$ cat src/rtl/dp_pkg.sv
// Shared types and constants for the dot-product operand read path.
package dp_pkg;

    typedef enum logic [1:0] {
        IDLE  = 2'd0,
        RUN   = 2'd1,
        DRAIN = 2'd2
    } state_t;

    localparam int FIFO_DEPTH      = 2;
    localparam int PAIR_DATA_WIDTH = 8;

    typedef struct packed {
        logic [PAIR_DATA_WIDTH-1:0] a;
        logic [PAIR_DATA_WIDTH-1:0] b;
        logic                       last;
    } pair_t;

endpackage

$ cat src/rtl/pair_skid_fifo.sv
// Two-entry synchronous FIFO holding operand pairs between memory read-out and the MAC stream.
module pair_skid_fifo
    import dp_pkg::*;
#(
    parameter int WIDTH = 17
) (
    input  logic             clk,
    input  logic             rst_n,
    input  logic             push,
    input  logic [WIDTH-1:0] push_data,
    input  logic             pop,
    output logic [WIDTH-1:0] head,
    output logic             valid,
    output logic [1:0]       count
);

    logic [WIDTH-1:0] mem [FIFO_DEPTH];
    logic             wr_ptr;
    logic             rd_ptr;

    assign head  = mem[rd_ptr];
    assign valid = (count != 2'd0);

    always_ff @(posedge clk) begin
        if (!rst_n) begin
            for (int i = 0; i < FIFO_DEPTH; i++) mem[i] <= '0;
            wr_ptr <= 1'b0;
            rd_ptr <= 1'b0;
            count  <= 2'd0;
        end else begin
            if (push) begin
                mem[wr_ptr] <= push_data;
                wr_ptr      <= ~wr_ptr;
            end
            if (pop) rd_ptr <= ~rd_ptr;
            case ({push, pop})
                2'b10:   count <= count + 2'd1;
                2'b01:   count <= count - 2'd1;
                default: count <= count;
            endcase
        end
    end

endmodule

$ cat src/rtl/vec_pair_reader.sv
// Read sequencer: walks operand memories A and B in lockstep and streams element pairs to the MAC.
module vec_pair_reader
    import dp_pkg::*;
#(
    parameter int DATA_WIDTH = 8,
    parameter int ADDR_WIDTH = 4,
    parameter int LEN_WIDTH  = ADDR_WIDTH + 1
) (
    input  logic                  clk,
    input  logic                  rst_n,
    input  logic                  start,
    input  logic [ADDR_WIDTH-1:0] base_addr,
    input  logic [LEN_WIDTH-1:0]  length,
    output logic                  busy,
    output logic                  done,
    output logic                  rd_en,
    output logic [ADDR_WIDTH-1:0] rd_addr,
    input  logic [DATA_WIDTH-1:0] rd_data_a,
    input  logic [DATA_WIDTH-1:0] rd_data_b,
    output logic                  out_valid,
    input  logic                  out_ready,
    output logic [DATA_WIDTH-1:0] out_a,
    output logic [DATA_WIDTH-1:0] out_b,
    output logic                  out_last
);

    localparam int PW = 2 * DATA_WIDTH + 1;
    localparam logic [LEN_WIDTH-1:0] LEN_ONE = LEN_WIDTH'(1);

    state_t                state;
    logic [ADDR_WIDTH-1:0] base_r;
    logic [LEN_WIDTH-1:0]  len_r;
    logic [LEN_WIDTH-1:0]  issued_cnt;
    logic [LEN_WIDTH-1:0]  accepted_cnt;
    logic                  done_r;
    logic                  vld_p1;
    logic                  last_p1;

    logic [PW-1:0]         push_data;
    logic [PW-1:0]         head;
    logic                  fifo_valid;
    logic [1:0]            fifo_count;
    logic                  pop;
    logic [2:0]            occupancy;

    // Credit: buffered plus in-flight pairs, minus the one leaving this cycle, must stay below depth.
    assign occupancy = {1'b0, fifo_count} + {2'b00, vld_p1};
    assign pop       = fifo_valid && out_ready;
    assign rd_en     = (state == RUN) && (issued_cnt < len_r) &&
                       (occupancy < (3'(FIFO_DEPTH) + {2'b00, pop}));
    assign rd_addr   = base_r + issued_cnt[ADDR_WIDTH-1:0];

    assign push_data = {rd_data_a, rd_data_b, last_p1};
    assign out_valid = fifo_valid;
    assign out_a     = head[PW-1 -: DATA_WIDTH];
    assign out_b     = head[DATA_WIDTH:1];
    assign out_last  = head[0];
    assign busy      = (state != IDLE);
    assign done      = done_r;

    pair_skid_fifo #(
        .WIDTH(PW)
    ) u_fifo (
        .clk       (clk),
        .rst_n     (rst_n),
        .push      (vld_p1),
        .push_data (push_data),
        .pop       (pop),
        .head      (head),
        .valid     (fifo_valid),
        .count     (fifo_count)
    );

    always_ff @(posedge clk) begin
        if (!rst_n) begin
            state        <= IDLE;
            base_r       <= '0;
            len_r        <= '0;
            issued_cnt   <= '0;
            accepted_cnt <= '0;
            done_r       <= 1'b0;
            vld_p1       <= 1'b0;
            last_p1      <= 1'b0;
        end else begin
            done_r  <= 1'b0;
            // Memory read stage: tag the element that lands next cycle.
            vld_p1  <= rd_en;
            last_p1 <= rd_en && (issued_cnt == len_r - LEN_ONE);
            if (rd_en) issued_cnt <= issued_cnt + LEN_ONE;
            if (pop) accepted_cnt <= accepted_cnt + LEN_ONE;

            case (state)
                IDLE: begin
                    if (start && !done_r) begin
                        base_r       <= base_addr;
                        len_r        <= length;
                        issued_cnt   <= '0;
                        accepted_cnt <= '0;
                        if (length == '0) done_r <= 1'b1;
                        else              state  <= RUN;
                    end
                end
                RUN: begin
                    if (rd_en && (issued_cnt == len_r - LEN_ONE)) state <= DRAIN;
                end
                DRAIN: begin
                    if (pop && (accepted_cnt == len_r - LEN_ONE)) begin
                        state  <= IDLE;
                        done_r <= 1'b1;
                    end
                end
                default: state <= IDLE;
            endcase
        end
    end

endmodule

$ cat config.mk
export PLATFORM = sky130hd
export DESIGN_NAME = vec_pair_reader
export DESIGN_NICKNAME = d
export VERILOG_FILES = /design/src/rtl/dp_pkg.sv /design/src/rtl/pair_skid_fifo.sv /design/src/rtl/vec_pair_reader.sv
export SDC_FILE = /design/constraint.sdc
export NUM_CORES = 1
export LEC_CHECK = 0
export ABC_AREA = 1
export CAP_MARGIN = 10
export CORE_ASPECT_RATIO = 0.5
export CORE_MARGIN = 2
export CORE_UTILIZATION = 45
export DETAILED_ROUTE_END_ITERATION = 16
export GPL_TIMING_DRIVEN = 1
export PLACE_DENSITY = 0.78
export SLEW_MARGIN = 40
export SYNTH_ARGS = -nofsm -noshare
export SYNTH_HDL_FRONTEND = slang
export SYNTH_SLANG_ARGS = --single-unit
$ cat constraint.sdc
create_clock -name clk -period 1.9 [get_ports clk]
set_input_delay 0.38 -clock clk [delete_from_list [all_inputs] [get_ports clk]]
set_output_delay 0.38 -clock clk [all_outputs]
set_load 0.02 [all_outputs]
==> run_results.csv <==
group,metric,value,unit
finish,diodes,0,
finish,instances_no_fill,532,
sta,post-route-period-util,1.01,
setup_path,ff2ff_setup_slack,0.14,ns
clocking,cts-root-buf,"clkbuf_16",
finish,fin_util,0.671,
die,row_count,21,
sta,hold_violations,0,
sta,setup_slack,-0.0201,ns
drt,vias,2572,
finish,fillCellCount,510,
drt,ant_nets,0,
pwr,cellPowerDensity,895,nW/um2
clocking,cts_max_path_buffers,2,
grt,grt_pass1_vias,2609,
sta,tightest_slew,0.323,ns
sta,fin_tns_setup,-0.0417,ns
grt,antenna_found_initial,0,
die,start_util,0.466,
sta,fmax,521,MHz
sta,fin_crit,1.92,ns
finish,area.growth.synth_to_final,44.0,%
pwr,power_leakage,0.00196,uW
setup_path,criticalPathCategory,"reg2out",
setup_path,rr_worst_depth,11,
synth,synth-edff-count,34,
placed_design,dp_hpwl,4720,um
hold_path,holdCritPathClass,"reg2reg",
sta,setup_viol,3,
grt,grt_pass1_wl,11700,um
finish,nets,479,
outcome,violations,"setup timing",
setup_path,arrival,1.54,ns
synth,ys_ff_latch,63,
synth,synthFlopType,"edfxtp_1",
setup_path,start_kind,"flop",
synth,yosysSeqAreaShare,0.513,
die,die-area,7660,um2
placed_design,io_buffers,53,
sta,slew_headroom,0.783,
setup_path,timing.rr.end,"state[0]",
synth,syn_inst,336,
grt,grt_overflow_total,0,
clocking,numCtsBuffers,9,
setup_path,endpoint_kind,"output pin",
sta,fin_skew,0.00320,ns
clocking,cts_tree,"done",
flow_run,drv_cap,0,
clocking,cts.reportedPaths.clkPinSlew,0.06,ns
drt,drc,0,
synth,synthArstFlopShare,0,
synth,avgSynthCellArea,9.29,um2
die,ios,54,
hold_path,hold_start,"u_fifo.rd_ptr",
synth,yosys_warnings,0,
die,die_w,122,um
die,core,6700,um2
grt,track_usage,0.199,
finish,drive_above_1_share,0.332,
drt,post_drt_wl_per_cell,13.3,um
placed_design,gp_congestion,0.938,
clocking,htree_levels,3,
finish,seq_area,1620,um2
grt,grt_max_degree,19,
synth,syn_area,3120,um2
setup_path,required,1.52,ns
die,die_y,62.9,um
placed_design,dp.cells,509,
setup_path,critPathMaxFanout,2,
drt,dr.pass1.iters,4,
finish,multi_input_area,1440,um2
synth,ys_types,30,
clocking,clock_latency,0.33,ns
synth,syn_nets,380,
outcome,outcome,"finished, violations left",
pwr,vdd_ir_drop_max,451,uV
sta,rsz0062_at_grt,"true",
sta,slew_viol_final,0,
setup_path,rr_startpoint,"len_r[0]",
sta,fin_hold_ws,0.486,ns
drt,drtIter0Drc,182,
drt,totalWireLength,7070,um
hold_path,hold_path_depth,1,
clocking,clock-sinks,63,
drt,routed_via_density,4.83,
clocking,hold_buffers,0,
[stage by stage]
stage	worst slack (ns)	instance area [um2]	power, uW
floorplan	0.122	3120	1990
CTS	-0.0692	4430	3990
finish	-0.0201	4490	4020
global route	-0.0719	4490	4180
global placement	-0.347	4020	2320
detailed placement	-0.434	4020	2330
[how the worst max path moves through the flow]
stage	slack [ns]	start	cells past startpoint	end
4_1_cts	-0.07	len_r[2]	8	rd_en
2_1_floorplan	0.12	rst_n	4	u_fifo.mem[1][0]
3_5_place_dp	-0.43	len_r[2]	8	rd_en
3_3_place_gp	-0.35	out_ready	6	rd_en
5_1_grt	-0.07	len_r[4]	8	rd_en
6_report	-0.02	vld_p1	6	rd_en
[cell families after synthesis]
logic type / share of synthesized area
and+or+nand+nor: 0.191
buffers and inverters: 0.0734
adders and majority gates: 0.0626
DFF: 0.513
muxes: 0.0613
xor gates and xnor gates: 0.0281
AOI/OAI and AO/OA: 0.0706
[state kept, by name, indices dropped and copies added (netlist names), 2 cells and up, named ones only]
name,count
u_fifo.mem,34
accepted_cnt,5
issued_cnt,5
len_r,5
base_r,4
state,2
u_fifo.count,2
[synth_stat cells (2+ instances only)]
library cell	n	area [um2]
ha_1	14	175
xnor2_1	4	35.0
mux2_2	17	191
buf_2	3	15.0
nand2_1	36	135
nand4_1	4	25.0
o21ai_0	18	90.1
nand2_2	2	12.5
inv_2	5	18.8
a21oi_1	20	100
clkbuf_1	4	15.0
nand3_1	16	80.1
inv_1	48	180
nand2_4	3	33.8
xor2_1	6	52.6
dfxtp_1	29	581
nor3_1	2	10.0
edfxtp_1	34	1020
nor2_1	60	225
[area by class of cell]
class / count / share of cell area
multi-input cells: 213 / 0.319
repair buffers: 95 / 0.183
flip-flops and latches: 63 / 0.360
clock inverters: 6 / 0.0150
inverters: 53 / 0.0443
well taps: 92 / 0.0256
clock buffers: 10 / 0.0532
[report_power, final]
part	internal, uW	total (uW)	switching, uW
Combinational	385	808	423
Clock	1050	1660	609
Sequential	1510	1550	39.4
Total	2950	4020	1070
[repair_timing]
action,CTS,global route
endpoints found under the setup margin,23,24
setup buffers,1,6
pin swaps,12,8
resized for setup,88,31
[layout by cell type, fill, tap and decap left out, drive strengths merged, types with 2 or more instances in the layout]
cell	n
mux2	17
xor2	6
buf	46
clkinvlp	2
a21oi	21
nor3	3
nand4	5
nand3	17
ha	14
nor2	61
xnor2	4
inv	54
dfxtp	29
edfxtp	34
o21ai	20
nand2	41
clkdlybuf4s50	29
clkbuf	26
clkinv	2
dlygate4sd2	2
[per-layer routing]
metal | track usage | up-vias | part of all wire
met5 | 0 | - | 0
met4 | 0.0876 | 0 | 0.022
met3 | 0.0502 | 17 | 0.035
met2 | 0.354 | 42 | 0.52
met1 | 0.225 | 1215 | 0.43
li1 | - | 1298 | -
[critical path, stage by stage, from the launching register on]
cell and delay [ns]:
dfxtp_1 0.33, ha_1 0.18, ha_1 0.31, o21ai_4 0.08, nand2_4 0.08, nor2_8 0.11, buf_6 0.12
Power figures use the tool's default switching activity.
